--- src/rtl/mmio_fifo_csr.sv ---
// mmio_fifo_csr
// MMIO-mapped FIFO with status, control, sticky error flags and flush.
// Decoded CCI-P c0 MMIO strobes push/pop words; every hit read gets a
// registered one-cycle-latency response for the Tx c2 response mux.
//
// Register window (dword addresses relative to BASE_ADDR):
//   +0 DATA    W: push wdata[DATA_W-1:0]      R: pop head (0 and udf when empty)
//   +2 STATUS  R: [0]empty [1]full [2]ovf [3]udf [31:16]count [47:32]DEPTH
//   +4 CTRL    W: bit0 flush, bit1 clear ovf/udf   R: 0
//   +6 PEEK    R: head word without popping (only with MMIO_FIFO_PEEK_EN), else 0
//
// Build option: define MMIO_FIFO_PEEK_EN to synthesise the PEEK read path.
module mmio_fifo_csr #(
   parameter int          DATA_W    = 64,
   parameter int          DEPTH     = 8,
   parameter logic [15:0] BASE_ADDR = 16'h0020
) (
   input  logic                       clk,
   input  logic                       rst,
   input  logic                       mmio_wr,
   input  logic                       mmio_rd,
   input  logic [15:0]                mmio_addr,
   input  logic [8:0]                 mmio_tid,
   input  logic [63:0]                mmio_wdata,
   output logic                       rsp_valid,
   output logic [8:0]                 rsp_tid,
   output logic [63:0]                rsp_data,
   output logic [$clog2(DEPTH+1)-1:0] count,
   output logic                       full,
   output logic                       empty
);

   localparam int          PTR_W   = $clog2(DEPTH);
   localparam int          CNT_W   = $clog2(DEPTH+1);
   localparam logic [15:0] DEPTH16 = 16'(DEPTH);

   // Register index inside the window, taken from dword offset bits [2:1].
   typedef enum logic [1:0] {
      REG_DATA   = 2'd0,
      REG_STATUS = 2'd1,
      REG_CTRL   = 2'd2,
      REG_PEEK   = 2'd3
   } reg_e;

   // Storage and pointer state.
   logic [DATA_W-1:0] mem [DEPTH];
   logic [PTR_W-1:0]  wr_ptr;
   logic [PTR_W-1:0]  rd_ptr;
   logic              ovf;
   logic              udf;

   // Address decode.
   logic [15:0] offset;
   logic        hit;
   reg_e        sel;

   // Per-cycle events.
   logic        wr_data;
   logic        rd_data;
   logic        rd_hit;
   logic        wr_ctrl;
   logic        flush;
   logic        clr_err;
   logic        do_pop;
   logic        do_push;
   logic        ovf_evt;
   logic        udf_evt;
   logic [CNT_W-1:0]  count_next;
   logic [DATA_W-1:0] head;
   logic [63:0]       head_ext;
   logic [63:0]       status_word;
   logic [63:0]       rd_word;

   // Upper write-data bits are only meaningful for some registers/widths.
   logic unused_wdata;
   assign unused_wdata = ^mmio_wdata;

   // Offset wraps for addresses below BASE_ADDR, so those never hit.
   assign offset = mmio_addr - BASE_ADDR;
   assign hit    = (offset[15:3] == 13'd0) && !offset[0];
   assign sel    = reg_e'(offset[2:1]);

   assign wr_data = mmio_wr && hit && (sel == REG_DATA);
   assign rd_data = mmio_rd && hit && (sel == REG_DATA);
   assign rd_hit  = mmio_rd && hit;
   assign wr_ctrl = mmio_wr && hit && (sel == REG_CTRL);
   assign flush   = wr_ctrl && mmio_wdata[0];
   assign clr_err = wr_ctrl && mmio_wdata[1];

   // Occupancy flags come straight from the registered count.
   assign empty = (count == '0);
   assign full  = (count == CNT_W'(DEPTH));

   // A pop from a full FIFO frees the slot a same-cycle push needs, so a
   // push is only refused when full and nothing leaves this cycle.
   assign do_pop  = rd_data && !empty;
   assign udf_evt = rd_data && empty;
   assign do_push = wr_data && (!full || do_pop);
   assign ovf_evt = wr_data && full && !do_pop;

   assign head     = mem[rd_ptr];
   assign head_ext = 64'(head);

   // Snapshot of state before any same-cycle update.
   assign status_word = {16'h0000, DEPTH16, 16'(count), 12'h000, udf, ovf, full, empty};

   // Next occupancy from the push/pop pair.
   always_comb begin
      // NOTE: every always_comb output gets a default first so no path
      // leaves it unassigned, which would otherwise infer a latch.
      count_next = count;
      unique case ({do_push, do_pop})
         2'b10:   count_next = count + CNT_W'(1);
         2'b01:   count_next = count - CNT_W'(1);
         default: count_next = count;
      endcase
   end

   // Read-data mux for whichever register the hit read selects.
   always_comb begin
      rd_word = 64'h0;
      unique case (sel)
         REG_DATA:   rd_word = empty ? 64'h0 : head_ext;
         REG_STATUS: rd_word = status_word;
         REG_CTRL:   rd_word = 64'h0;
`ifdef MMIO_FIFO_PEEK_EN
         REG_PEEK:   rd_word = empty ? 64'h0 : head_ext;
`else
         REG_PEEK:   rd_word = 64'h0;
`endif
         default:    rd_word = 64'h0;
      endcase
   end

   // Storage write port.
   always_ff @(posedge clk) begin
      // NOTE: the storage array has no reset; pointers and count alone
      // decide which entries are valid, and this keeps it mappable to RAM.
      if (do_push) begin
         mem[wr_ptr] <= mmio_wdata[DATA_W-1:0];
      end
   end

   // Pointers, occupancy and sticky error flags; flush overrides the push/pop.
   always_ff @(posedge clk or posedge rst) begin
      // NOTE: sequential state uses non-blocking assignments so every
      // register samples pre-edge values, independent of statement order.
      if (rst) begin
         wr_ptr <= '0;
         rd_ptr <= '0;
         count  <= '0;
         ovf    <= 1'b0;
         udf    <= 1'b0;
      end else begin
         if (flush) begin
            wr_ptr <= '0;
            rd_ptr <= '0;
            count  <= '0;
         end else begin
            if (do_push) wr_ptr <= wr_ptr + PTR_W'(1);
            if (do_pop)  rd_ptr <= rd_ptr + PTR_W'(1);
            count <= count_next;
         end
         // A new event in the same cycle as a clear leaves the flag set.
         ovf <= ovf_evt || (ovf && !clr_err);
         udf <= udf_evt || (udf && !clr_err);
      end
   end

   // Registered read response: one-cycle valid pulse, tid/data held until next hit read.
   always_ff @(posedge clk or posedge rst) begin
      if (rst) begin
         rsp_valid <= 1'b0;
         rsp_tid   <= '0;
         rsp_data  <= '0;
      end else begin
         rsp_valid <= rd_hit;
         if (rd_hit) begin
            rsp_tid  <= mmio_tid;
            rsp_data <= rd_word;
         end
      end
   end

endmodule
--- config.mk ---
export PLATFORM = sky130hd
export DESIGN_NAME = mmio_fifo_csr
export DESIGN_NICKNAME = d
export VERILOG_FILES = /design/src/rtl/mmio_fifo_csr.sv
export SDC_FILE = /design/constraint.sdc
export NUM_CORES = 1
export LEC_CHECK = 0
export CORE_MARGIN = 2
export CORE_UTILIZATION = 45
export DETAILED_ROUTE_END_ITERATION = 16
export PLACE_DENSITY = 0.73
export SETUP_SLACK_MARGIN = 0.5
export SLEW_MARGIN = 20
export SYNTH_ARGS = -nofsm -noshare
export SYNTH_HDL_FRONTEND = slang
export SYNTH_SLANG_ARGS = --single-unit
export TNS_END_PERCENT = 10
--- constraint.sdc ---
create_clock -name clk -period 6.35 [get_ports clk]
set_input_delay 0.9525 -clock clk [delete_from_list [all_inputs] [get_ports clk]]
set_output_delay 0.9525 -clock clk [all_outputs]
set_load 0.1 [all_outputs]
* Word level (Yosys, flattened, before mapping)
Memory sizes are Yosys's and may differ from the RTL's. Index checks and enable logic that the tools add are counted.
Storage, ports and cells: register bits after elaboration 86, bits in writable memories 512, output and inout bits 80, memories kept 1, bits of input ports 93
Memory list:
- mem | words 8, bits a word 64, read ports 1, clocked after Yosys merged registers in 0, wr ports 1, line 46 | logic [DATA_W-1:0] mem [DEPTH];
Cells by class: equality and inequality tests 6, reductions and logical operators 30, muxes and demuxes 10, $add $sub $neg 5
Operators by type and width (count):
- $pmux W64 S3 | 1
- $mux W64 | 1
- $sub A16 B6 Y16 const B | 1
- $logic_and A1 B1 Y1 | 15
- $logic_not A13 Y1 | 1
- $mux W3 | 4
- $pmux W4 S2 | 1
- $add A3 B1 Y3 const B | 2
- $eq A2 B2 Y1 const B | 3
- $logic_not A1 Y1 | 5
- $add A4 B1 Y4 const B | 1
- $eq A2 B1 Y1 const B | 2
- $eq A4 B4 Y1 const B | 1
- $logic_not A4 Y1 | 1
- $mux W4 | 1
- $reduce_bool A2 Y1 | 2
- $sub A4 B1 Y4 const B | 1
- $logic_or A1 B1 Y1 | 3
- $reduce_bool A3 Y1 | 1
- $logic_not A2 Y1 | 1
- $mux W1 | 2
- $reduce_or A2 Y1 | 1

* Depth between registers and ports, before layout
word-level depth 11, depth in mapped cells 12, depth with buffers taken out 10

* Worst setup path after synthesis
Ideal clock, no wire load.
kind register -> register, start point reg count[0], end point mem mem[0][0] (enable), slack -815 ps, arrival time 6601 ps, setup time 565 ps, period minus slack after synthesis 7165 ps, buffers on the path 0, cell stages (with the launch flop) 7, cells stage by stage dfrtp_1 > nor4b_4 > o41ai_1 > a2bb2oi_2 > nor2b_1 > nand2b_1 > nor3_1
RTL lines:
- start, declared | line 28 | output logic [$clog2(DEPTH+1)-1:0] count,
- start signal, assigned | line 162 | count <= count_next;
- $eq A4 B4 Y1 | line 92 | assign full = (count == CNT_W'(DEPTH));
- net full | line 29 | output logic full,
- $logic_not A1 Y1 | line 98 | assign do_push = wr_data && (!full || do_pop);
- $logic_or A1 B1 Y1 | line 98
- $logic_and A1 B1 Y1 | line 98
- $mux W1 | line 139 | if (do_push) begin
- $mux W1 (implied by the code) | line 140 | mem[wr_ptr] <= mmio_wdata[DATA_W-1:0];
- end, declared | line 46
The timed path passes the listed nets, and every way through them passes these cells.

* Worst setup path after layout
start point in mmio_addr[6], end point mem mem[6][4] (enable)
On the way: word-level cells in the longest chain between the ends 10
Ends and longest elaborated chain:
- start, declared | line 22 | input logic [15:0] mmio_addr,
- $sub A16 B6 Y16 * | line 79 | assign offset = mmio_addr - BASE_ADDR;
- $logic_not A13 Y1 * | line 80 | assign hit = (offset[15:3] == 13'd0) && !offset[0];
- $logic_and A1 B1 Y1 * | line 80
- $logic_and A1 B1 Y1 (2 in series) | line 84 | assign rd_data = mmio_rd && hit && (sel == REG_DATA);
- $logic_and A1 B1 Y1 | line 96 | assign do_pop = rd_data && !empty;
- $logic_or A1 B1 Y1 | line 98
- $logic_and A1 B1 Y1 * | line 98
- $mux W1 * | line 139
- $mux W1 (implied by the code) * | line 140
Mark *: on every way between the ends. The rest lies on a longest branch, timed or not.

==> impl_summary.md <==
Timing
After layout, the minimum clock period comes to 4050 ps. Setup repair after global routing left no endpoint under its margin. For the pin with the worst max-slew slack, the measured transition is between 1000 and 1500 ps.

Derived from the worst setup path, the maximum achievable clock frequency is 247 MHz. The number of endpoints with negative hold slack in the final report came to 0. The clock arrives with 18.4 ps of skew. Setup violations remaining at the end of the flow were counted as 0. Measured against its own limit, the worst slew margin works out to 30.2%. Of the available clock period, the critical path in the final layout requires ~64%. The max-slew violation total from the final report was 0.

Cells and area
The share of final-layout standard cells stronger than drive strength 1 is a little under a fifth. The number of fill cells in the layout is 3811. The post-synthesis to final-layout area growth is 19.5%. The net count of the finished layout is 1402. At the end of the flow the core is filled with cells to a little over half. The final cell count without fillers is 2028.

Worst setup path
Along the worst path, the maximum fanout reaches 41. The critical path class is in2reg. STA puts the critical path data arrival time at 4320 ps. In this run the critical register-to-register path is captured at mem[6][4].

The source of the critical timing path is mmio_addr[6]. The delay contributed by the slowest stage of the critical path is approximately 800 ps. The critical path's slowest cell is nor2_4. The critical path goes through clkdlybuf4s50_1 -> or4b_1 -> a21oi_1 -> a2bb2oi_2 -> nor2b_1 -> nand2b_1 -> nor2_4 -> buf_12. The launch instance of the worst register-to-register path is count[0]. The most critical setup path has its endpoint at mem[6][4].

The number of buffers and inverters on the critical path is 2. The number of cells on the worst reg-to-reg path is 7. The element type at the critical path end is a flop.

At the worst endpoint, the required time is 6620 ps. STA classifies the critical path startpoint as an input port. The cell family contributing the most delay on the critical path is simple AND/OR/NAND/NOR gates. The setup slack of the most critical reg-to-reg path is roughly 3000 ps. The number of stages on the worst setup path is 8.

Power
Of the total power, combinational logic draws approximately 1.6%. The worst-case vdd ir drop is ~0.00025 V. The power per cell area is 283 nW/um^2. In this run the power spent charging and discharging nets is 1.47 mW. In this run switching power makes up 19.2% of total power.

The clock network accounts for between 40% and 50% of the total power. Per report_power, the sequential group accounts for a little under three fifths of the total. The static power due to leakage is 8.60 nW. The internal power summed over all cells is 6.21 mW.

GRT
Entering global routing, the biggest net connects 85 pins. The number of global-route vias before repair is 11600. The global-route wire length before repair is 69700 um. The global-route congestion overflow total is 0. The number of antenna violations at the first check in global routing is 5. Global routing used between 10% and 20% of the available tracks.

Drt
The post-detailed-route count of antenna-violating nets is 0. The first TritonRoute pass finished after 5 iterations. The routed design has ~45000 um of wire. The post-detailed-route via-to-cell ratio is 5.46.

The total number of vias is 11100. In the routed design, unresolved DRC markers number 0. In the final routed layout, each cell accounts on average for 22.3 um. The iteration-0 DRC count of the detailed router is 935.

Place
After detailed placement, the design holds a cell count of 1919. The weighted congestion reported at the end of routability-driven placement is 0.816. The count of input and output buffers is 172. The HPWL after detailed placement is approximately 25000 um.

Clock network
The number of buffers created by CTS is 57. Counting every sink on the clock net gives 598. The worst-case clock buffer depth is 3. The maximum level of the CTS H-tree is 2.

The number of buffers inserted for hold repair after clock tree synthesis is 0. The clock latency reported for the late side of the worst-skew pair is roughly 600 ps. Post-CTS repair changed the size of 0 cells.

The CTS tree is built. In this run the post-CTS setup repair buffer count came out at 0. Clock-pin slew was measured on the worst setup and hold paths at 60 ps.

The root cell of the clock tree is clkbuf_16.

Synthesis
Synthesis produced roughly 1100 cells. Synthesis produced a netlist with a net count of roughly 1200. In this run, synthesis produced a sequential element count of 598.

The number of different library cells in the post-synthesis netlist is 42. During synthesis, Yosys emitted a total of 0 warnings. The post-synthesis sequential area ratio is 77.3%.

A synthesized cell averages 20.3 um^2. The summed instance area of the synthesized netlist is ~23000 um^2.

Hold path
The worst hold-check path type is reg2reg.

Floorplanning
The core box area is 50000 um^2. The die covers ~52000 um^2. The width of the die is 229 um. In this run the core area contains around 80 standard-cell rows.

The number of I/O pins is 173. From bottom edge to top edge, the die measures 229 um. The initial standard-cell utilization of the core is 45.4%.

Run
Across the run, the number of max-cap violations was 0.

Outcome
The run finished with clean final reports.
[power groups by stage]
stage	Sequential [mW]	Combinational, mW	Clock (mW)
after floorplan	4.35	0.0154	0
after global placement	4.35	0.118	0
after detailed placement	4.35	0.125	0
after CTS	4.26	0.125	3.36
after global routing	4.26	0.136	3.50
final	4.26	0.123	3.30
[cell families (layout without fill, tap and decap cells)]
logic type | count (synthesis) | after routing | share of synthesized area (%)
AO/OA/AOI/OAI | 86 | 86 | 2.06
other | 0 | 2 | 0
adder cells (fa/ha/maj) | 3 | 3 | 0.165
buffers and inverters | 61 | 299 | 1.14
flip-flops | 598 | 598 | 77.3
AND/OR/NAND/NOR | 170 | 170 | 3.62
multiplexers | 192 | 192 | 15.5
XOR/XNOR | 6 | 6 | 0.232
[metal layers]
metal	track usage, %	share of wire (%)	wire, um	up-vias
met5	0	0.086	39	-
met3	3.88	5.9	2650	70
met2	28.8	48	21800	307
met4	5.11	2.0	909	6
met1	23.7	44	19800	5800
li1	-	-	-	4882
[sequential cells by signal (all words and copies together), names as in the netlist]
register,cells
count,4
mem,512
ovf,1
rd_ptr,3
rsp_data,64
rsp_tid,9
rsp_valid,1
udf,1
wr_ptr,3
[placed cells by master (no fill, tap or decap), types with 4 or more instances in the layout]
cell type and n:
clkbuf_1 21, clkbuf_16 58, clkinv_1 7, buf_4 12, nor3_1 6, nand2_1 102
mux2i_1 64, xor2_1 6, nor2_1 17, mux4_2 128, o21ai_0 63, a21oi_1 13
nor2_4 6, edfxtp_1 512, nand3_1 8, buf_12 5, bufinv_16 4, dfrtp_1 83
nand2b_1 4, clkinv_2 6, clkdlybuf4s50_1 172
[tightest hold or removal path, cell delays in order, from the launching register on]
cell,delay (ps)
dfrtp_1,340
nand2_1,50
nand2_1,50
[synth_stat cells, drive strengths merged]
master | n | share of area, %
nand3 | 8 | 0.18
a2bb2oi | 1 | 0.066
or3 | 2 | 0.055
edfxtp | 512 | 68
nor2b | 2 | 0.055
nor4 | 5 | 0.26
nand4b | 2 | 0.077
o31ai | 2 | 0.066
and2 | 1 | 0.028
nand4 | 3 | 0.083
a31oi | 1 | 0.028
or4 | 1 | 0.050
dfrtp | 86 | 9.5
nor4b | 4 | 0.25
nor2 | 23 | 0.38
nand2 | 102 | 1.7
clkbuf | 35 | 0.58
inv | 3 | 0.050
o21ai | 65 | 1.4
buf | 23 | 0.51
nand2b | 4 | 0.11
a21oi | 13 | 0.29
o21bai | 1 | 0.033
mux4 | 128 | 13
and4b | 2 | 0.088
xor2 | 6 | 0.23
or4b | 3 | 0.15
mux2i | 64 | 2.8
nor3 | 8 | 0.18
ha | 3 | 0.17
a41oi | 1 | 0.072
o41ai | 1 | 0.039
a22oi | 1 | 0.033
[metrics by stage]
step | setup WS, ps | hold WS [ps] | power (mW) | instance area, um^2 | setup TNS, ps
finish | 2300 | 467 | 7.68 | 27100 | 0
global route | 2100 | 487 | 7.90 | 27100 | 0
CTS | 2310 | 469 | 7.75 | 27100 | 0
detailed placement | 1680 | 455 | 4.47 | 25300 | 0
global placement | 1810 | 450 | 4.46 | 25300 | 0
floorplan | -795 | 439 | 4.36 | 22700 | -50860
[layout make-up]
| type | instances | area, um^2 | share of cell area (%) |
|---|---|---|---|
| flip-flops and latches | 598 | 17500 | 64.7 |
| well taps | 672 | 841 | 3.10 |
| clock buffers | 82 | 1570 | 5.80 |
| multi-input cells | 457 | 4960 | 18.3 |
| diodes | 2 | 5.00 | 0.0185 |
| inverters | 3 | 13.8 | 0.0508 |
| clock inverters | 25 | 259 | 0.956 |
| repair buffers | 189 | 1910 | 7.05 |
[how the worst min path moves through the flow]
| stage | start | end | cells after the start |
|---|---|---|---|
| finish | rsp_tid[3] | rsp_tid[3] | 2 |
| detailed placement | rsp_tid[3] | rsp_tid[3] | 2 |
| floorplan | udf | udf | 2 |
| global placement | rsp_tid[5] | rsp_tid[5] | 2 |
| CTS | rsp_tid[3] | rsp_tid[3] | 2 |
| global route | rsp_tid[3] | rsp_tid[3] | 2 |
Power figures use the tool's default switching activity.
